==> config.mk <==
export PLATFORM = sky130hd
export DESIGN_NAME = adder_rr_arbiter
export DESIGN_NICKNAME = d
export VERILOG_FILES = /design/src/rtl/adder_arb_pkg.sv /design/src/rtl/adder.sv /design/src/rtl/rr_arbiter.sv /design/src/rtl/adder_rr_arbiter.sv
export SDC_FILE = /design/constraint.sdc
export NUM_CORES = 1
export LEC_CHECK = 0
export CORE_MARGIN = 4
export CORE_UTILIZATION = 30
export DETAILED_ROUTE_END_ITERATION = 16
export PLACE_DENSITY = 0.63
export SYNTH_ARGS = -nofsm -noshare
export SYNTH_HDL_FRONTEND = slang
export SYNTH_SLANG_ARGS = --single-unit
==> constraint.sdc <==
create_clock -name clk -period 5.2 [get_ports clk]
set_input_delay 1.56 -clock clk [delete_from_list [all_inputs] [get_ports clk]]
set_output_delay 1.56 -clock clk [all_outputs]
set_load 0.02 [all_outputs]
==> src/rtl/adder_arb_pkg.sv <==
// Shared types and helpers for the round-robin arbitrated adder.
// Consumers use rsp_t to carry a result together with its requester id.
package adder_arb_pkg;

    localparam int DEF_NUM_REQ   = 4;
    localparam int DEF_A_WIDTH   = 16;
    localparam int DEF_B_WIDTH   = 16;
    localparam int DEF_OUT_WIDTH = ((DEF_A_WIDTH > DEF_B_WIDTH) ? DEF_A_WIDTH : DEF_B_WIDTH) + 1;

    // $clog2(1) is 0, which would give a zero-width index bus.
    function automatic int clog2_min1(input int n);
        return (n <= 2) ? 1 : $clog2(n);
    endfunction

    localparam int DEF_ID_WIDTH = clog2_min1(DEF_NUM_REQ);

    typedef enum logic {
        RSP_EMPTY = 1'b0,
        RSP_FULL  = 1'b1
    } rsp_state_t;

    typedef struct packed {
        logic signed [DEF_OUT_WIDTH-1:0] data;
        logic        [DEF_ID_WIDTH-1:0]  id;
    } rsp_t;

endpackage

==> src/rtl/adder.sv <==
// Combinational signed adder with arithmetic right-shift scaling.
// Result = low OUT_WIDTH bits of floor((a + b) / 2**OUT_SCALE).
module adder #(
    parameter int A_WIDTH   = 16,
    parameter int B_WIDTH   = 16,
    parameter int OUT_WIDTH = ((A_WIDTH > B_WIDTH) ? A_WIDTH : B_WIDTH) + 1,
    parameter int OUT_SCALE = 0
) (
    input  logic signed [A_WIDTH-1:0]   a,
    input  logic signed [B_WIDTH-1:0]   b,
    output logic signed [OUT_WIDTH-1:0] sum
);

    // Only bits [OUT_SCALE +: OUT_WIDTH] of the exact sum survive, and the low
    // bits of a two's-complement sum depend only on the low operand bits, so
    // adding at this width matches the full-width sum-then-shift exactly.
    localparam int EXT_W = OUT_WIDTH + OUT_SCALE;

    logic signed [EXT_W-1:0] a_ext;
    logic signed [EXT_W-1:0] b_ext;
    logic signed [EXT_W-1:0] sum_ext;

    assign a_ext   = EXT_W'(a);
    assign b_ext   = EXT_W'(b);
    assign sum_ext = a_ext + b_ext;

    // Dropping the low bits of a two's-complement value floors toward -inf.
    assign sum = sum_ext[EXT_W-1:OUT_SCALE];

endmodule

==> src/rtl/rr_arbiter.sv <==
// Round-robin priority scan: first asserted request at or after ptr wins.
// grant is one-hot and gated by en; idx and any are reported regardless of en.
module rr_arbiter
    import adder_arb_pkg::*;
#(
    parameter int NUM_REQ   = 4,
    parameter int IDX_WIDTH = clog2_min1(NUM_REQ)
) (
    input  logic [NUM_REQ-1:0]   req,
    input  logic [IDX_WIDTH-1:0] ptr,
    input  logic                 en,
    output logic [NUM_REQ-1:0]   grant,
    output logic [IDX_WIDTH-1:0] idx,
    output logic                 any
);

    logic                 found;
    logic [IDX_WIDTH-1:0] cand;

    // NOTE: every variable assigned in always_comb gets a default first, so no
    // path leaves it unassigned and no latch is inferred.
    always_comb begin
        found = 1'b0;
        idx   = '0;
        cand  = '0;
        for (int k = 0; k < NUM_REQ; k++) begin
            cand = IDX_WIDTH'((int'(ptr) + k) % NUM_REQ);
            if (!found && req[cand]) begin
                found = 1'b1;
                idx   = cand;
            end
        end
    end

    always_comb begin
        grant = '0;
        if (en && found) begin
            grant[idx] = 1'b1;
        end
    end

    assign any = found;

endmodule

==> src/rtl/adder_rr_arbiter.sv <==
// Shares one adder between NUM_REQ valid/ready requesters via round-robin
// arbitration; results leave through a single registered, id-tagged channel.
module adder_rr_arbiter
    import adder_arb_pkg::*;
#(
    parameter int NUM_REQ   = 4,
    parameter int A_WIDTH   = 16,
    parameter int B_WIDTH   = 16,
    parameter int OUT_WIDTH = ((A_WIDTH > B_WIDTH) ? A_WIDTH : B_WIDTH) + 1,
    parameter int OUT_SCALE = 0,
    parameter int ID_WIDTH  = clog2_min1(NUM_REQ)
) (
    input  logic                         clk,
    input  logic                         rst,
    input  logic [NUM_REQ-1:0]           req_valid,
    output logic [NUM_REQ-1:0]           req_ready,
    input  logic [NUM_REQ*A_WIDTH-1:0]   req_a,
    input  logic [NUM_REQ*B_WIDTH-1:0]   req_b,
    output logic                         rsp_valid,
    input  logic                         rsp_ready,
    output logic signed [OUT_WIDTH-1:0]  rsp_data,
    output logic [ID_WIDTH-1:0]          rsp_id
);

    rsp_state_t                  state;
    logic [ID_WIDTH-1:0]         ptr;
    logic [ID_WIDTH-1:0]         ptr_next;
    logic [ID_WIDTH-1:0]         grant_idx;
    logic                        grant_any;
    logic                        slot_free;
    logic                        accept;
    logic signed [A_WIDTH-1:0]   a_arr [NUM_REQ];
    logic signed [B_WIDTH-1:0]   b_arr [NUM_REQ];
    logic signed [A_WIDTH-1:0]   a_sel;
    logic signed [B_WIDTH-1:0]   b_sel;
    logic signed [OUT_WIDTH-1:0] sum;

    assign rsp_valid = (state == RSP_FULL);

    // The output slot can take a new result when empty or being drained this
    // cycle; reset blocks every handshake.
    assign slot_free = !rst && (!rsp_valid || rsp_ready);
    assign accept    = slot_free && grant_any;

    rr_arbiter #(
        .NUM_REQ   (NUM_REQ),
        .IDX_WIDTH (ID_WIDTH)
    ) u_arb (
        .req   (req_valid),
        .ptr   (ptr),
        .en    (slot_free),
        .grant (req_ready),
        .idx   (grant_idx),
        .any   (grant_any)
    );

    always_comb begin
        for (int i = 0; i < NUM_REQ; i++) begin
            a_arr[i] = req_a[i*A_WIDTH +: A_WIDTH];
            b_arr[i] = req_b[i*B_WIDTH +: B_WIDTH];
        end
    end

    assign a_sel = a_arr[grant_idx];
    assign b_sel = b_arr[grant_idx];

    adder #(
        .A_WIDTH   (A_WIDTH),
        .B_WIDTH   (B_WIDTH),
        .OUT_WIDTH (OUT_WIDTH),
        .OUT_SCALE (OUT_SCALE)
    ) u_adder (
        .a   (a_sel),
        .b   (b_sel),
        .sum (sum)
    );

    assign ptr_next = (grant_idx == ID_WIDTH'(NUM_REQ - 1)) ? '0 : grant_idx + 1'b1;

    // NOTE: sequential state uses non-blocking assignments so every register
    // samples the pre-edge values, independent of statement order.
    always_ff @(posedge clk) begin
        if (rst) begin
            state    <= RSP_EMPTY;
            rsp_data <= '0;
            rsp_id   <= '0;
            ptr      <= '0;
        end else if (accept) begin
            state    <= RSP_FULL;
            rsp_data <= sum;
            rsp_id   <= grant_idx;
            ptr      <= ptr_next;
        end else if (rsp_ready) begin
            state    <= RSP_EMPTY;
        end
    end

endmodule

Word level (Yosys, flattened, before mapping)
Cells that the tools add are included.
W data, S select, Z words.
{"block": "totals", "ff_bits": 22, "in_bits": 135, "out_inout_bits": 24, "word_cells": 59}
{"block": "classes", "add_sub_neg": 5, "order_cmp": 7, "eq_ne": 1, "n_mux": 28, "bitwise": 1, "reduce_logical": 13}
{"cell": "$bmux W16 S2", "n": 2}
{"cell": "$mux W16", "n": 4}
{"cell": "$add A16 B16 Y17", "n": 1}
{"cell": "$lt A2 B3 Y1 const B", "n": 5}
{"cell": "$mux W1", "n": 11}
{"cell": "$mux W2", "n": 5}
{"cell": "$bmux W1 S2", "n": 4}
{"cell": "$logic_and A1 B1 Y1", "n": 6}
{"cell": "$logic_not A1 Y1", "n": 5}
{"cell": "$add A2 B1 Y2 const B", "n": 2}
{"cell": "$add A2 B2 Y2 const B", "n": 2}
{"cell": "$mux W4", "n": 1}
{"cell": "$ge A3 B3 Y1 const B", "n": 1}
{"cell": "$not A2 Y3", "n": 1}
{"cell": "$demux W1 S2", "n": 1}
{"cell": "$eq A2 B2 Y1 const B", "n": 1}
{"cell": "$ge A2 B1 Y1 const B", "n": 1}
{"cell": "$reduce_bool A2 Y1", "n": 1}
{"cell": "$logic_or A1 B1 Y1", "n": 1}

Depth between registers and ports, before layout
Gate-level depths: netlist (run 1).
{"block": "depth", "ltp_word": 17, "ltp_mapped": 16, "mapped_depth_nobuf": 14}

Hierarchy
From an unflattened synthesis (run 1), not the netlist that was laid out.
{"block": "unflattened", "cells_unflattened": 235, "area_unflattened_um2": 2630.0}
{"module": "adder_rr_arbiter", "instances": 1, "cells_per_inst": 115, "area_per_inst_um2": 1729.2, "seq_area_each_um2": 440.4}
{"module": "adder", "instances": 1, "cells_per_inst": 100, "area_per_inst_um2": 775.7, "seq_area_each_um2": 0.0}
{"module": "rr_arbiter", "instances": 1, "cells_per_inst": 20, "area_per_inst_um2": 125.1, "seq_area_each_um2": 0.0}

Worst setup path before layout (run 1)
Ideal clock, no wire load.
{"block": "synth_timing", "path_type": "input -> register", "startpoint": "input port req_valid[2]", "endpoint": "register rsp_data[8]", "setup_time_ns": 0.128, "arrival_time_ns": 4.452, "t_required_ns": 5.072, "slack_ns": 0.620, "path_stages": 15, "n_path_buf": 2, "cell_sequence": "a221oi_1 o32ai_1 nor2_2 buf_8 buf_12 mux2i_1 mux2i_1 ha_1 fa_1 a211oi_1 o21ai_1 a21oi_1 nor2_1 a2111oi_0 o31ai_1"}
{"block": "synth_via", "elab_chain_cells": 17, "elab_cells_between_ends": 31, "cone_classes": "add/sub (1); mux (22); bitwise (1); reduce/logical (7)"}
{"element": "start, declared", "line": "adder_rr_arbiter.sv:15", "rtl": "input logic [NUM_REQ-1:0] req_valid,"}
{"element": "$bmux W1 S2", "line": "rr_arbiter.sv:28", "rtl": "if (!found && req[cand]) begin"}
{"element": "$mux W1 (implied by the code)", "line": "rr_arbiter.sv:28"}
{"element": "$mux W1", "line": "rr_arbiter.sv:28"}
{"element": "$logic_not A1 Y1", "line": "rr_arbiter.sv:28"}
{"element": "$logic_and A1 B1 Y1", "line": "rr_arbiter.sv:28"}
{"element": "$mux W1", "line": "rr_arbiter.sv:28"}
{"element": "$logic_not A1 Y1", "line": "rr_arbiter.sv:28"}
{"element": "$logic_and A1 B1 Y1", "line": "rr_arbiter.sv:28"}
{"element": "$mux W1", "line": "rr_arbiter.sv:28"}
{"element": "$logic_not A1 Y1", "line": "rr_arbiter.sv:28"}
{"element": "$logic_and A1 B1 Y1", "line": "rr_arbiter.sv:28"}
{"element": "$mux W2", "line": "rr_arbiter.sv:28"}
{"element": "$not A2 Y3 (implied by the code)", "line": "adder_rr_arbiter.sv:64, adder_rr_arbiter.sv:65"}
{"element": "$bmux W16 S2, on equally long branches", "line": "adder_rr_arbiter.sv:64, adder_rr_arbiter.sv:65"}
{"element": "$mux W16, on equally long branches (2 in a row)", "line": "adder_rr_arbiter.sv:64, adder_rr_arbiter.sv:65"}
{"element": "$add A16 B16 Y17", "line": "adder.sv:25", "rtl": "assign sum_ext = a_ext + b_ext;"}
{"element": "end signal, assigned", "line": "adder_rr_arbiter.sv:90", "rtl": "rsp_data <= sum;"}
{"element": "end, declared", "line": "adder_rr_arbiter.sv:21", "rtl": "output logic signed [OUT_WIDTH-1:0] rsp_data,"}
Several ways; a longest one is shown, not always the timed one. The select of a mux whose other input is x is not followed.
A chain may end at the register's enable or synchronous reset.

Final worst setup path (run 1)
{"block": "layout_timing", "startpoint": "input port req_valid[1]", "endpoint": "output port req_ready[2]"}
{"block": "layout_via", "elab_chain_cells": 17, "elab_cells_between_ends": 29, "cone_classes": "order compare (2); mux (19); reduce/logical (8)"}
{"element": "$bmux W1 S2", "line": "rr_arbiter.sv:28"}
{"element": "$mux W1 (implied by the code)", "line": "rr_arbiter.sv:28"}
{"element": "$mux W1", "line": "rr_arbiter.sv:28"}
{"element": "$logic_not A1 Y1", "line": "rr_arbiter.sv:28"}
{"element": "$logic_and A1 B1 Y1", "line": "rr_arbiter.sv:28"}
{"element": "$mux W1", "line": "rr_arbiter.sv:28"}
{"element": "$logic_not A1 Y1", "line": "rr_arbiter.sv:28"}
{"element": "$logic_and A1 B1 Y1", "line": "rr_arbiter.sv:28"}
{"element": "$mux W1", "line": "rr_arbiter.sv:28"}
{"element": "$logic_not A1 Y1", "line": "rr_arbiter.sv:28"}
{"element": "$logic_and A1 B1 Y1", "line": "rr_arbiter.sv:28"}
{"element": "$mux W2", "line": "rr_arbiter.sv:28"}
{"element": "$lt A2 B3 Y1 (implied by the code) / $ge A2 B1 Y1 (equally long branches)", "line": "rr_arbiter.sv:38", "rtl": "grant[idx] = 1'b1;"}
{"element": "$logic_and A1 B1 Y1 (implied by the code)", "line": "rr_arbiter.sv:38"}
{"element": "$mux W1 (implied by the code)", "line": "rr_arbiter.sv:38"}
{"element": "$demux W1 S2"}
{"element": "$mux W4 (*)", "line": "rr_arbiter.sv:37", "rtl": "if (en && found) begin"}
{"element": "end, declared", "line": "adder_rr_arbiter.sv:16", "rtl": "output logic [NUM_REQ-1:0] req_ready,"}
Mark *: on every way between the ends. The rest lies on a longest branch, timed or not. The select of a mux whose other input is x is not followed.

==> results of run 1 <==
## stage by stage
stage	util [%]	instances	total power, uW	TNS, ps	hold slack (ps)
after global routing	53.7	602	1930	-11.7	486
after CTS	52.7	598	1750	0	460
after floorplan	-	308	1120	0	482
after global placement	51.8	592	1590	-259	447
final	53.7	602	1780	0	456
after detailed placement	51.8	592	1610	-1660	451
## area by class of cell
cell class | instances | area share [%]
multi-input combinational | 258 | 45.1
clock buffer | 4 | 1.17
inverter | 11 | 0.878
timing repair buffer | 199 | 40.6
sequential | 22 | 9.36
tap | 108 | 2.87
## metal layers
layer,part of all wire [%],vias to the layer above,global-route usage (%)
li1,-,1526,-
met1,35,1345,16.8
met2,54,114,30.8
met3,10,6,4.43
met4,0.96,0,2.49
met5,0,-,0
## placed cells by master (no fill, tap or decap), types with 2 or more instances in the layout
cell type          n
a211oi_1           3
xnor2_1            6
nor2b_1            2
a2111oi_2          2
a31o_2             2
o31ai_1            3
clkdlybuf4s50_1  153
a21o_1             4
a221oi_2           2
a31oi_1            2
inv_2              3
and2_1             4
or3_1              2
dlygate4sd2_1      2
o21ai_1           18
nor2_1             9
dfxtp_1           22
clkbuf_8           4
nand2_1           15
a211oi_2           2
nand4_1            3
nand3_1           20
mux2i_1           97
and3_1             2
inv_1              7
nor3_1             5
buf_4             38
a21oi_1           13
o21a_1             2
ha_1              19
xor2_1             4
o21ai_0            4
## power by group
group          leakage [uW]  total, uW  internal, uW  switching [uW]
registers          0.000183        261           231            30.5
logic               0.00179       1390           714             680
clock network     0.0000288        120          67.4            52.5
## cell families after synthesis
| group | count (synthesis) |
|---|---|
| xor+xnor | 10 |
| mux | 97 |
| flops | 22 |
| buf+inv | 28 |
| compound gates | 64 |
| fa+ha+maj | 21 |
| simple gates | 66 |
## repair_timing
item	in CTS	in global routing
cloned	0	0
endpoints found under the setup margin	5	13
setup buffers	2	4
resized for setup	7	17
pin swaps	1	3
## worst register-to-register path: stages (launching register included)
cell and delay, ps:
dfxtp_1 330, inv_2 70, a221oi_2 310, o32ai_2 150
nor2_4 200, buf_12 180, mux2i_1 210, mux2i_1 110
ha_1 240, fa_1 410, a211oi_2 280, o21ai_1 130
a21oi_2 180, nor2_1 70, a2111oi_2 350, buf_4 160
o31ai_1 60
## registers in the layout, indices dropped and copies added (netlist names)
name	flops
rsp_data	17
ptr	2
rsp_id	2
rsp_valid	1
## how the worst min path moves through the flow
stage	start	to	slack [ps]
6_report	rsp_data[4]	rsp_data[4]	460
5_1_grt	rsp_data[9]	rsp_data[9]	490
4_1_cts	rsp_data[4]	rsp_data[4]	460
3_5_place_dp	rsp_data[4]	rsp_data[4]	450
3_3_place_gp	rsp_data[3]	rsp_data[3]	450
2_1_floorplan	ptr[0]	ptr[0]	480
==> impl_metrics.env, run 1 <==
export IMPL_drive_above_1_share_pct=12.8
export IMPL_ctsHoldBuffers=0
export IMPL_clock_sinks=22
export IMPL_worstPathArrival_ps=3550
export IMPL_grt_usage_pct=15.7
export IMPL_wl_um=9090
export IMPL_cellLeakagePower_uw=0.00200
export IMPL_synth_top_family_by_area="multiplexers"
export IMPL_final_nets=651
export IMPL_finalSetupViolCount=0
export IMPL_critPathSlowestCell="clkdlybuf4s50_1"
export IMPL_crit_required_ps=3640
export IMPL_synth_simple_area_share_pct=11.9
export IMPL_crit_reg2reg_launch="ptr[0]"
export IMPL_drt_wirelength_per_cell_um=15.1
export IMPL_cts_root_buf="clkbuf_8"
export IMPL_r2r_end="rsp_data[8]"
export IMPL_grt_pass1_wl_um=13500
export IMPL_dr_first_iter_drc_count=74
export IMPL_slowest_delay_ps=490
export IMPL_clock_latency_ps=260
export IMPL_coreArea_um2=8760
export IMPL_worst_slack_ps=93.7
export IMPL_netlist_area_um2=2730
export IMPL_cts_max_path_buffers=2
export IMPL_synth_seq_cells=22
export IMPL_portBuffers=158
export IMPL_dr_total_vias=2991
export IMPL_outcome="finished, final reports clean"
export IMPL_final_period_minus_worst_setup_slack_ps=5110
export IMPL_synth_top_cell_area_share_pct=35.6
export IMPL_io_pins=159
export IMPL_reg2reg_depth=16
export IMPL_crit_type="in2out"
export IMPL_synthAdderAreaFrac_pct=9.92
export IMPL_cts_tree="done"
export IMPL_finClkSkew_ps=3.07
export IMPL_dpl_hpwl_um=7880
export IMPL_ys_seq_area_share_pct=16.2
export IMPL_ys_top_cells_by_area="mux2i_1 (36%), dfxtp_1 (16%), ha_1 (9.2%)"
export IMPL_synthArstFlopShare_pct=0
export IMPL_hold_viol=0
export IMPL_holdCritPathClass="reg2reg"
export IMPL_yosys_area_top_type="mux2i_1"
export IMPL_die_w_um=103
export IMPL_dp_slack_ps=-316
export IMPL_syn2layout_area_growth_pct=72.6
export IMPL_dr_pass1_iters=4
export IMPL_synth_most_common_cell="mux2i_1"
export IMPL_cts_htree_levels=1
export IMPL_dieArea_um2=10700
export IMPL_gp_congestion=0.857
export IMPL_cts_clk_slew_worst_paths_ps=80
export IMPL_vdd_drop_max_v=0.000132
export IMPL_yosysWarnings=0
export IMPL_synth_ff_type="dfxtp_1"
export IMPL_seq_area_um2=440
export IMPL_critPathLaunch="req_valid[1]"
export IMPL_worst_slew_pin_slew_ps=1050
export IMPL_placed_cell_area_um2=4540
export IMPL_synth_commonest_cells="mux2i_1 (97), dfxtp_1 (22), ha_1 (20), nand3_1 (20), o21ai_1 (18)"
export IMPL_start_kind="input port"
export IMPL_viasPerCell=4.97
export IMPL_crit_cells=10
export IMPL_grt_max_degree=36
export IMPL_clock_fmax_mhz=196
export IMPL_cts_inserted_buffers=3
export IMPL_grt_overflow=0
export IMPL_grt_pass1_vias=2994
export IMPL_fillCellCount=842
export IMPL_grt_antenna_before_repair=0
export IMPL_drcViolationCount=0
export IMPL_crit_chain="clkdlybuf4s50_1 -> inv_2 -> a221oi_2 -> o32ai_2 -> nor2_4 -> buf_4 -> inv_1 -> ha_1 -> and2_1 -> dlygate4sd2_1"
export IMPL_syn_instance_count=308
export IMPL_slew_headroom_pct=29.9
export IMPL_synth_xor_area_share_pct=3.21
export IMPL_multiInputGateArea_um2=2120
export IMPL_synth_area_per_cell_um2=8.85
export IMPL_drv_slew=0
export IMPL_synth_edf_count=0
export IMPL_path_max_fanout=5
export IMPL_synthMuxAreaShare_pct=35.6
export IMPL_crit_end="req_ready[2]"
export IMPL_power_density_nw_per_um2=377
export IMPL_die_y_um=103
export IMPL_synth_distinct_cells=43
export IMPL_rrSetupSlack_ps=1620
export IMPL_synth_compound_area_share_pct=15.0
export IMPL_drtAntennaViolNets=0
export IMPL_diodes=0
export IMPL_synth_fp_nets=464
export IMPL_crit_family="buffers and inverters"
export IMPL_num_rows=34
export IMPL_crit_path_end_kind="output port"
export IMPL_hold_path_depth=2
export IMPL_drv_cap=0
export IMPL_final_area_um2=4700
export IMPL_start_util_pct=31.1
export IMPL_fin_crit_sh_pct=98.2
export IMPL_path_buf_inv=5
(Power assumes the default switching activity.)
==> run 2, diff against run 1 <==
--- a/config.mk
+++ b/config.mk
@@ -6,9 +6,9 @@
 export NUM_CORES = 1
 export LEC_CHECK = 0
 export CORE_MARGIN = 4
-export CORE_UTILIZATION = 30
+export CORE_UTILIZATION = 39
 export DETAILED_ROUTE_END_ITERATION = 16
-export PLACE_DENSITY = 0.63
+export PLACE_DENSITY = 0.79
 export SYNTH_ARGS = -nofsm -noshare
 export SYNTH_HDL_FRONTEND = slang
 export SYNTH_SLANG_ARGS = --single-unit
==> run 2 against run 1 <==
Against the previous run:
- combinational power down 6%
- final cell count down 4.3%
- global-route usage up 3.0 points
- die area is 21% lower
- setup slack better by 71 ps
- first-iteration DRC count down 22%
- sequential power barely moved
- register-to-register slack better by 90 ps
- fmax up 1.4%
- utilization up 13 points
- largest power group unchanged
==> impl_metrics.env, run 2 (synthesis gave the netlist of run 1 again) <==
export IMPL_outcome="finished, final reports clean"
export IMPL_finalSetupViolCount=0
export IMPL_cts_max_path_buffers=2
export IMPL_grt_antenna_before_repair=0
export IMPL_die_y_um=91.6
export IMPL_cts_tree="done"
export IMPL_final_common_cell="clkdlybuf4s50_1"
export IMPL_worst_slew_pin_slew_ps=1040
export IMPL_drcViolationCount=0
export IMPL_clock_power_share_pct=6.1
export IMPL_grt_usage_pct=18.7
export IMPL_grt_pass1_vias=2889
export IMPL_highest_layer="met4"
export IMPL_swShare_pct=43.6
export IMPL_finClkSkew_ps=7.00
export IMPL_clock_sinks=22
export IMPL_clock_latency_ps=260
export IMPL_crit_family="buffers and inverters"
export IMPL_wl_met2_um=4460
export IMPL_portBuffers=158
export IMPL_viasPerCell=5.12
export IMPL_worstPathArrival_ps=3480
export IMPL_vdd_drop_max_v=0.000177
export IMPL_crit_type="in2out"
export IMPL_dpl_hpwl_um=7320
export IMPL_p_int_uw=948
export IMPL_power_frac_comb_pct=78.2
export IMPL_wl_met3_um=630
export IMPL_fin_crit_sh_pct=96.8
export IMPL_gp_congestion=0.889
export IMPL_grt_pass1_wl_um=13100
export IMPL_grt_max_degree=36
export IMPL_top_regs="rsp_data x17, ptr x2, rsp_id x2"
export IMPL_power_density_nw_per_um2=368
export IMPL_cts_clk_slew_worst_paths_ps=70
export IMPL_io_pins=159
export IMPL_drive_above_1_share_pct=8.96
export IMPL_path_buf_inv=5
export IMPL_rsz0062_at_grt="false"
export IMPL_start_util_pct=40.1
export IMPL_clock_fmax_mhz=199
export IMPL_diodes=0
export IMPL_final_cell_mix="clkdlybuf4s50_1 (154), mux2i_1 (97), buf_4 (25)"
export IMPL_slowest_delay_ps=470
export IMPL_drv_slew=0
export IMPL_crit_required_ps=3640
export IMPL_top_register="rsp_data"
export IMPL_drtAntennaViolNets=0
export IMPL_dieArea_um2=8390
export IMPL_seqPwrFrac_pct=15.6
export IMPL_dr_total_vias=2947
export IMPL_start_kind="input port"
export IMPL_crit_chain="clkdlybuf4s50_1 -> buf_4 -> nor4_2 -> buf_4 -> nor2_4 -> buf_4 -> ha_1 -> and2_1 -> dlygate4sd2_1"
export IMPL_wl_um=8460
export IMPL_total_power_uw=1680
export IMPL_timing_hold_ws_ps=453
export IMPL_crit_top_cell="buf_4"
export IMPL_grt_overflow=0
export IMPL_tns_ps=0
export IMPL_wirelength_met1_um=3300
export IMPL_dr_first_iter_drc_count=58
export IMPL_num_rows=30
export IMPL_cts_inserted_buffers=3
export IMPL_holdCritPathClass="reg2reg"
export IMPL_multiInputGateArea_um2=2090
export IMPL_dr_pass1_iters=4
export IMPL_slew_headroom_pct=30.5
export IMPL_syn2layout_area_growth_pct=67.4
export IMPL_worst_slack_ps=165
export IMPL_hold_viol=0
export IMPL_seq_area_um2=440
export IMPL_die_w_um=91.6
export IMPL_cts_htree_levels=1
export IMPL_cts_root_buf="clkbuf_8"
export IMPL_final_nets=638
export IMPL_largest_reg_flops=17
export IMPL_cellLeakagePower_uw=0.00195
export IMPL_dp_slack_ps=-75.6
export IMPL_switching_power_uw=732
export IMPL_critPathSlowestCell="clkdlybuf4s50_1"
export IMPL_drt_wirelength_per_cell_um=14.7
export IMPL_path_max_fanout=4
export IMPL_final_period_minus_worst_setup_slack_ps=5040
export IMPL_crit_path_end_kind="output port"
export IMPL_coreArea_um2=6790
export IMPL_fillCellCount=596
export IMPL_drv_cap=0
-- run 2: changes by cell type in the layout (fill, tap and decap cells not counted), sizes merged --
cell | previous run | this run
clkbuf | 5 | 3
dlymetal6s2s | 1 | 2
clkdlybuf4s15 | 1 | 0
buf | 41 | 28
clkdlybuf4s50 | 153 | 154
-- run 2: power by group through the flow --
stage / combinational, uW / sequential (uW) / clock [uW]
after floorplan: 790 / 333 / 0
after global placement: 1280 / 264 / 0
after detailed placement: 1300 / 265 / 0
after CTS: 1310 / 263 / 104
after global routing: 1420 / 269 / 112
final: 1310 / 263 / 103
-- run 2: repair_timing --
| item | 4_1_cts | 5_1_grt |
|---|---|---|
| cloned | 0 | 0 |
| hold buffers | 0 | 0 |
| gates resized for setup | 3 | 9 |
| setup buffers | 1 | 1 |
| pin swaps | 1 | 3 |
| setup endpoints to repair | 4 | 13 |
-- run 2: worst reg2reg max path: stages, from the launching register on --
cell and delay [ps]:
dfxtp_1 400, inv_1 90, a221oi_2 200, o32ai_2 150
nor2_4 150, buf_4 140, buf_12 150, buf_12 240
mux2i_1 220, mux2i_1 90, ha_1 350, a2111oi_1 390
o21a_1 210, nor2_1 90, a41o_1 260, xnor2_1 150
o21ai_1 70
-- run 2: metal layers --
| layer | up-vias | track usage, % |
|---|---|---|
| met5 | - | 0 |
| met4 | 0 | 2.76 |
| met3 | 8 | 4.47 |
| met2 | 109 | 37.4 |
| met1 | 1327 | 19.8 |
| li1 | 1503 | - |
-- run 2: layout make-up --
type,count,share of cell area [%]
multi-input cells,258,45.9
repair buffers,186,40.0
inverters,11,0.905
clock buffers,3,0.905
flip-flops and latches,22,9.65
well taps,96,2.63
-- run 2: worst paths after layout --
kind | endpoint | from | depth (start not counted) | slack [ps]
max reg2reg | rsp_data[14] | ptr[1] | 16 | 1710
min | rsp_data[1] | rsp_data[1] | 2 | 450
min reg2reg | rsp_data[1] | rsp_data[1] | 2 | 450
max | req_ready[1] | req_valid[2] | 9 | 160
-- run 2: metrics by stage --
step	utilization (%)	cells	cell area (um^2)
after floorplan	-	308	2730
final	67.2	576	4560
after CTS	66.6	575	4520
after global placement	65.8	571	4470
after global routing	67.2	576	4560
after detailed placement	65.8	571	4470
==> run 3, diff against run 2 <==
--- a/config.mk
+++ b/config.mk
@@ -9,6 +9,8 @@
 export CORE_UTILIZATION = 39
 export DETAILED_ROUTE_END_ITERATION = 16
 export PLACE_DENSITY = 0.79
+export SETUP_SLACK_MARGIN = 0.4
 export SYNTH_ARGS = -nofsm -noshare
 export SYNTH_HDL_FRONTEND = slang
 export SYNTH_SLANG_ARGS = --single-unit
+export TNS_END_PERCENT = 20
==> run 3 against run 2 <==
Against the previous run:
- total power up 17%
- combinational power up 22%
- final cell count up 4.2%
- register-to-register slack worse by 120 ps
- non-clock buffer count up 24
- critical path depth up 9
- clock power about the same
- critical path type is now in2reg
- critical endpoint is now rsp_data[8]
- largest cell class unchanged
==> impl_metrics.env, run 3 (synthesis gave the netlist of run 1 again) <==
export IMPL_cts_inserted_buffers=3
export IMPL_cts_root_buf="clkbuf_8"
export IMPL_worst_slew_pin_slew_ps=1060
export IMPL_switching_power_uw=839
export IMPL_die_w_um=91.6
export IMPL_fillCellCount=534
export IMPL_finalSetupViolCount=0
export IMPL_grt_pass1_vias=2970
export IMPL_top_regs="rsp_data x17, ptr x2, rsp_id x2"
export IMPL_critPathLaunch="req_valid[2]"
export IMPL_reg2reg_depth=17
export IMPL_drive_above_1_share_pct=19.8
export IMPL_finalNonFillerCells=600
export IMPL_drv_cap=0
export IMPL_clock_sinks=22
export IMPL_timing_hold_ws_ps=453
export IMPL_final_cell_mix="clkdlybuf4s50_1 (150), mux2i_1 (92), buf_4 (41)"
export IMPL_crit_type="in2reg"
export IMPL_use_met2_pct=40.1
export IMPL_rrSetupSlack_ps=1590
export IMPL_slew_headroom_pct=29.1
export IMPL_use_met3_pct=4.39
export IMPL_grt_pass1_wl_um=14000
export IMPL_dieArea_um2=8390
export IMPL_start_kind="input port"
export IMPL_p_int_uw=1130
export IMPL_path_max_fanout=5
export IMPL_swShare_pct=42.6
export IMPL_tns_ps=0
export IMPL_power_density_nw_per_um2=396
export IMPL_drv_slew=0
export IMPL_die_y_um=91.6
export IMPL_coreArea_um2=6790
export IMPL_clock_latency_ps=260
export IMPL_top_register="rsp_data"
export IMPL_diodes=0
export IMPL_cts_max_path_buffers=2
export IMPL_crit_required_ps=5300
export IMPL_grt_antenna_before_repair=0
export IMPL_final_common_cell="clkdlybuf4s50_1"
export IMPL_largest_reg_flops=17
export IMPL_placed_cell_area_um2=4470
export IMPL_multiInputGateArea_um2=2230
export IMPL_grt_overflow=0
export IMPL_placed_cells=571
export IMPL_portBuffers=158
export IMPL_io_pins=159
export IMPL_cellLeakagePower_uw=0.00210
export IMPL_wl_um=9510
export IMPL_final_area_um2=4970
export IMPL_dr_first_iter_drc_count=70
export IMPL_vdd_drop_max_v=0.000191
export IMPL_viasPerCell=5.18
export IMPL_power_frac_comb_pct=81.4
export IMPL_total_power_uw=1970
export IMPL_cts_clk_slew_worst_paths_ps=70
export IMPL_drt_wirelength_per_cell_um=15.9
export IMPL_crit_reg2reg_launch="ptr[1]"
export IMPL_worstPathArrival_ps=4730
export IMPL_dpl_hpwl_um=7320
export IMPL_grt_max_degree=36
export IMPL_rsz0062_at_grt="false"
export IMPL_seq_area_um2=440
export IMPL_start_util_pct=40.1
export IMPL_num_rows=30
export IMPL_drtAntennaViolNets=0
export IMPL_grt_busiest_layer="met2"
export IMPL_crit_path_end_kind="flop"
export IMPL_cts_tree="done"
export IMPL_grt_met1_usage_pct=22.2
export IMPL_dr_total_vias=3107
export IMPL_hold_path_depth=2
export IMPL_syn2layout_area_growth_pct=82.4
export IMPL_holdCritPathClass="reg2reg"
export IMPL_gp_congestion=0.889
export IMPL_fin_crit_sh_pct=89.0
export IMPL_cts_htree_levels=1
export IMPL_final_period_minus_worst_setup_slack_ps=4630
export IMPL_seqPwrFrac_pct=13.4
export IMPL_drcViolationCount=0
export IMPL_hold_viol=0
export IMPL_clock_fmax_mhz=216
export IMPL_clock_power_share_pct=5.2
export IMPL_grt_usage_pct=20.2
export IMPL_outcome="finished, final reports clean"
export IMPL_finClkSkew_ps=5.45
export IMPL_final_nets=662
export IMPL_dr_pass1_iters=4
export IMPL_worstHoldStart="rsp_data[1]"
-- run 3: cell count changes in the layout (fill, tap and decap cells not counted), moves of 4 or more --
cell	change
a21oi_2	+5
clkbuf_2	+4
mux2i_1	-5
mux2i_2	+5
clkdlybuf4s50_1	-4
a21oi_1	-6
buf_4	+16
buf_6	+5
-- run 3: worst paths after layout --
check	endpoint
setup reg to reg	rsp_data[8]
setup / recovery	rsp_data[8]
hold / removal	rsp_data[1]
hold reg to reg	rsp_data[1]
-- run 3: per-stage QoR --
step	worst slack, ps	utilization, %
floorplan	620	-
global placement	-77.2	65.8
detailed placement	-75.6	65.8
CTS	440	71.2
global route	363	73.2
finish	572	73.2
-- run 3: power groups by stage --
stage          sequential [uW]  clock [uW]  combinational, uW
2_1_floorplan              333           0                790
3_3_place_gp               264           0               1280
3_5_place_dp               265           0               1300
4_1_cts                    263         104               1490
5_1_grt                    270         112               1720
6_report                   263         102               1600
-- run 3: timing repair --
action                                 4_1_cts  5_1_grt
buffers inserted                            15        8
setup endpoints to repair                   14       12
endpoints found under the hold margin        0        0
gates resized for setup                     50       25
pin swaps                                   15       22
gates cloned                                 3        0
hold buffers                                 0        0
-- run 3: final cells by class --
type / count / area share (%)
clock buffer: 3 / 0.831
timing repair buffer: 210 / 42.2
inverter: 11 / 0.831
sequential: 22 / 8.86
tap: 96 / 2.42
multi-input combinational: 258 / 44.9
-- run 3: worst max-delay path, cell delays in order --
cell       delay [ps]
clkbuf_2          110
buf_4             140
nor4_4            260
buf_4             160
nor2_4             50
buf_6             130
buf_12            120
buf_12            130
mux2i_1           180
mux2i_1           120
ha_2              220
fa_2              400
a211oi_2          290
o21ai_1           140
a21oi_2           170
nor2_1             60
a2111oi_1         360
o31ai_1           110
-- run 3: metal layers --
layer / vias up / part of all wire, % / routed length, um
met5: - / 0 / 0
met4: 0 / 1.4 / 136
met3: 10 / 6.7 / 633
met2: 111 / 53 / 5050
met1: 1434 / 39 / 3690
li1: 1552 / - / -
==> patch 1, RTL diff (config.mk and constraints of run 3) <==
Reset style: asynchronous (`rst`), changed in one clocked block.
--- a/src/rtl/adder_rr_arbiter.sv
+++ b/src/rtl/adder_rr_arbiter.sv
@@ -79,7 +79,7 @@
 
     // NOTE: sequential state uses non-blocking assignments so every register
     // samples the pre-edge values, independent of statement order.
-    always_ff @(posedge clk) begin
+    always_ff @(posedge clk or posedge rst) begin
         if (rst) begin
             state    <= RSP_EMPTY;
             rsp_data <= '0;
Check against the original RTL: differs if rst is asserted again (counterexample within 4 cycles, from zero or initial values and one cycle with rst high); with rst held inactive, the same outputs for 4 cycles.
==> patch 1 against run 3 <==
Area after synthesis is 0.32% lower; via count is 2.1% lower; power is 13% higher; setup slack worse by 130 ps; count of clock-buffer cells in the layout is 1 higher; routed wire length is 8.2% lower; sequential cell count stayed put; final area is 5.3% lower.
==> patch 1: results <==
export IMPL_hpwl_um=7180
export IMPL_synth_compound_area_frac=0.314
export IMPL_critPathMaxStageDelay_ps=350
export IMPL_postSynthCellCount=330
export IMPL_vdd_drop_max_uv=213
export IMPL_p_leak_nw=1.96
export IMPL_synthTopCellsByArea="dfrtp_1 20%, mux2i_1 12%, ha_1 9.2%, a211oi_1 9.1%, a21oi_1 8.5%"
export IMPL_netlist_top_cells_count="46 x a21oi_1, 33 x a211oi_1, 33 x nor2b_1"
export IMPL_first_pass_iters=5
export IMPL_r2r_end="rsp_data[14]"
export IMPL_grt_pass1_wl_um=14000
export IMPL_maxSlewHeadroom=0.642
export IMPL_yosysSeqAreaShare=0.203
export IMPL_path_delay_family="buffers and inverters"
export IMPL_holdPathEnd="rsp_data[1]"
export IMPL_whs_ps=476
export IMPL_n_fill_cell=583
export IMPL_synthesis_nets=486
export IMPL_place_congestion=0.826
export IMPL_vias_per_cell=5.15
export IMPL_dpl_cell_area_um2=4470
export IMPL_status="complete, no violations"
export IMPL_fin_worst_skew_ps=1.78
export IMPL_hp_start="rsp_data[1]"
export IMPL_synth_cell_type_count=52
export IMPL_layout_setup_ws_ps=447
export IMPL_dp_slack_ps=-157
export IMPL_drt_iter0_drc=108
export IMPL_final_area_um2=4710
export IMPL_synthAdderAreaFrac=0.0995
export IMPL_grt_pass1_vias=3013
export IMPL_finalNonFillerCells=591
export IMPL_timing_rr_start="ptr[1]"
export IMPL_routedWlPerCell_um=14.8
[patch 1: cell count changes after synthesis, sizes merged, moves of 15 or more]
cell	change
a211oi	+28
a21oi	+32
dfrtp	+22
dfxtp	-22
mux2i	-65
nand2	+15
nand3	-19
nor2b	+31
[patch 1: cell families (layout without fill, tap and decap cells)]
family	Yosys count	count (layout)
AOI/OAI and AO/OA	125	125
buffers and inverters	30	195
xor gates and xnor gates	11	11
DFF	22	22
and+or+nand+nor	88	88
muxes	33	33
adders and majority gates	21	21
[patch 1: cell type report]
class	instances	area share
inverters	8	0.00638
flip-flops and latches	22	0.117
multi-input cells	278	0.449
repair buffers	183	0.390
well taps	96	0.0255
clock buffers	4	0.0117
[patch 1: layer usage]
layer	wire, µm	vias up	GRT usage
met5	0	-	0
met4	129	0	0.0427
met3	402	11	0.0182
met2	4510	91	0.372
met1	3680	1380	0.248
li1	-	1559	-
[patch 1: power by group]
part           internal [mW]  switching [mW]
logic                  0.876           0.930
clock network         0.0673          0.0506
registers              0.248          0.0474
total                   1.19            1.03
==> patch 2, RTL diff (config.mk and constraints of run 3) <==
Made on the original files. `B_WIDTH` is set to 16 in 2 places; all go to 24.
--- a/src/rtl/adder.sv
+++ b/src/rtl/adder.sv
@@ -2,7 +2,7 @@
 // Result = low OUT_WIDTH bits of floor((a + b) / 2**OUT_SCALE).
 module adder #(
     parameter int A_WIDTH   = 16,
-    parameter int B_WIDTH   = 16,
+    parameter int B_WIDTH   = 24,
     parameter int OUT_WIDTH = ((A_WIDTH > B_WIDTH) ? A_WIDTH : B_WIDTH) + 1,
     parameter int OUT_SCALE = 0
 ) (
--- a/src/rtl/adder_rr_arbiter.sv
+++ b/src/rtl/adder_rr_arbiter.sv
@@ -5,7 +5,7 @@
 #(
     parameter int NUM_REQ   = 4,
     parameter int A_WIDTH   = 16,
-    parameter int B_WIDTH   = 16,
+    parameter int B_WIDTH   = 24,
     parameter int OUT_WIDTH = ((A_WIDTH > B_WIDTH) ? A_WIDTH : B_WIDTH) + 1,
     parameter int OUT_SCALE = 0,
     parameter int ID_WIDTH  = clog2_min1(NUM_REQ)
Ports: changed (resized req_b and rsp_data); port bits go from 159 to 199. No check against the original RTL was run, so the function may have changed too.
==> patch 2 against run 3 <==
Routed wire length rose by 64%; final area rose by 34%; clock skew fell by 3.3 ps; sequential cell count rose by 8; setup slack got worse by 57 ps; area after synthesis rose by 34%; cell count rose by 59%; power rose by 36%; critical endpoint is now rsp_data[23]; largest cell class unchanged; largest power group unchanged.
==> patch 2: results <==
export IMPL_timing_rr_start="ptr[1]"
export IMPL_grt_max_degree=47
export IMPL_synth_cell_type_count=61
export IMPL_cp_max_fo=28
export IMPL_synthArstFlopShare=0
export IMPL_cts_root_buffer="clkbuf_8"
export IMPL_yosysSeqAreaShare=0.164
export IMPL_hpwl_um=12800
export IMPL_vdd_drop_max_uv=189
export IMPL_first_pass_iters=5
export IMPL_synthTopCellsByArea="nand2_1 21%, dfxtp_1 16%, ha_1 9.6%, a31oi_1 7.2%, and3_1 6.8%"
export IMPL_vias_per_cell=5.45
export IMPL_critPathMaxStageDelay_ps=370
export IMPL_top_regs="rsp_data x25, ptr x2, rsp_id x2"
export IMPL_synthAdderAreaFrac=0.101
export IMPL_fin_nets=1035
export IMPL_cp_arrival_ps=4860
export IMPL_place_congestion=0.953
export IMPL_ff2ff_path_depth=18
export IMPL_ys_flop_type="dfxtp_1"
export IMPL_grt_pass1_vias=5259
export IMPL_fin_worst_skew_ps=2.13
export IMPL_antenna_found_initial=0
export IMPL_htreeDepth=2
export IMPL_synth_xor_area_share=0.0287
export IMPL_n_antenna_cell=0
export IMPL_grt_pass1_wl_um=24600
export IMPL_switchingPower_mw=1.19
export IMPL_r2r_end="rsp_data[23]"
export IMPL_worst_slew_pin_slew_ps=464
export IMPL_path_clk_slew_ps=70
export IMPL_layout_drive_gt1_share=0.160
export IMPL_cp_startpoint="req_valid[3]"
export IMPL_synth_top_area_share=0.214
export IMPL_status="complete, no violations"
export IMPL_grt_total_usage=0.267
export IMPL_p_leak_nw=2.88
export IMPL_hold_class="flop to flop"
export IMPL_yosys_warnings=0
export IMPL_numPortBuffers=198
export IMPL_synth_compound_area_frac=0.279
export IMPL_netlist_top_cells_count="209 x nand2_1, 42 x a31oi_1, 41 x a21oi_1"
export IMPL_r2r_slack_ps=1420
export IMPL_drt_iter0_drc=309
export IMPL_synthMuxAreaShare=0.00274
export IMPL_cts_made_buffers=5
export IMPL_cpMaxStageDelayCell="ha_1"
export IMPL_synthesis_nets=771
export IMPL_path_class="primary input to flop"
export IMPL_routedWlPerCell_um=16.4
export IMPL_clock_path_buffers=2
export IMPL_clock_latency_ps=280
-- patch 2: cell types whose count changed in the layout (fill, tap and decap cells not counted), moves of 8 or more --
cell	run 3	this run
a21oi_1	8	40
a31oi_1	2	39
and3_1	2	40
buf_4	41	82
clkdlybuf4s50_1	150	190
dfxtp_1	22	30
ha_1	18	27
mux2i_1	92	1
nand2_1	15	209
nand3_1	18	4
o21ai_0	4	17
o21ai_1	16	5
-- patch 2: repair_timing --
item | CTS | global route
buffers inserted | 2 | 4
endpoints found under the setup margin | 17 | 14
gates cloned | 0 | 2
pin swaps | 3 | 13
gates resized for setup | 14 | 26
-- patch 2: area by class of cell --
type                    instances  area [µm²]
multi-input cells             504        3020
repair buffers                290        2780
fillers                       774        2540
flip-flops and latches         30         601
well taps                     111         139
clock buffers                   6        82.6
inverters                       8        30.0
clock inverters                 2        12.5
-- patch 2: worst min-delay path by stage --
stage                  from  cells past startpoint  slack (ps)            to
6_report       rsp_data[16]                      2         450  rsp_data[16]
5_1_grt        rsp_data[20]                      2         480  rsp_data[20]
4_1_cts         rsp_data[5]                      2         450   rsp_data[5]
3_5_place_dp   rsp_data[18]                      2         440  rsp_data[18]
3_3_place_gp   rsp_data[20]                      2         440  rsp_data[20]
2_1_floorplan        ptr[0]                      2         490        ptr[0]
-- patch 2: per-layer routing --
layer,routed length [µm],part of all wire,track usage
met1,6680,0.43,0.319
met2,7830,0.50,0.496
met3,840,0.054,0.0389
met4,217,0.014,0.0675
met5,0,0,0
-- patch 2: stage by stage --
step	instances	setup TNS (ps)	worst slack [ps]	instance area (µm²)	total power, mW
final	951	0	515	6660	2.67
after global routing	951	0	413	6660	2.86
after CTS	945	0	516	6480	2.58
after detailed placement	935	-440	-91.6	6350	2.36
after global placement	935	-163	-49.6	6350	2.33
after floorplan	575	0	478	3670	1.43
-- patch 2: power groups by stage --
| stage | clock network (mW) | registers, mW | logic [mW] |
|---|---|---|---|
| after floorplan | 0 | 0.466 | 0.960 |
| after CTS | 0.196 | 0.370 | 2.01 |
| after global routing | 0.204 | 0.381 | 2.27 |
| final | 0.195 | 0.370 | 2.10 |
| after global placement | 0 | 0.370 | 1.96 |
| after detailed placement | 0 | 0.373 | 1.98 |
-- patch 2: logic make-up after synthesis --
group                      count (synthesis)
xor gates and xnor gates                  12
DFF                                       30
muxes                                      1
and+or+nand+nor                          308
adders and majority gates                 29
AOI/OAI and AO/OA                        154
buffers and inverters                     41
-- patch 2: worst max-delay path, delay by kind of cell --
| family | cells | cell delay [ps] |
|---|---|---|
| buffers and inverters | 7 | 1130 |
| AND/OR/NAND/NOR | 4 | 810 |
| AO/OA/AOI/OAI | 6 | 960 |
| adder cells (fa/ha/maj) | 1 | 370 |
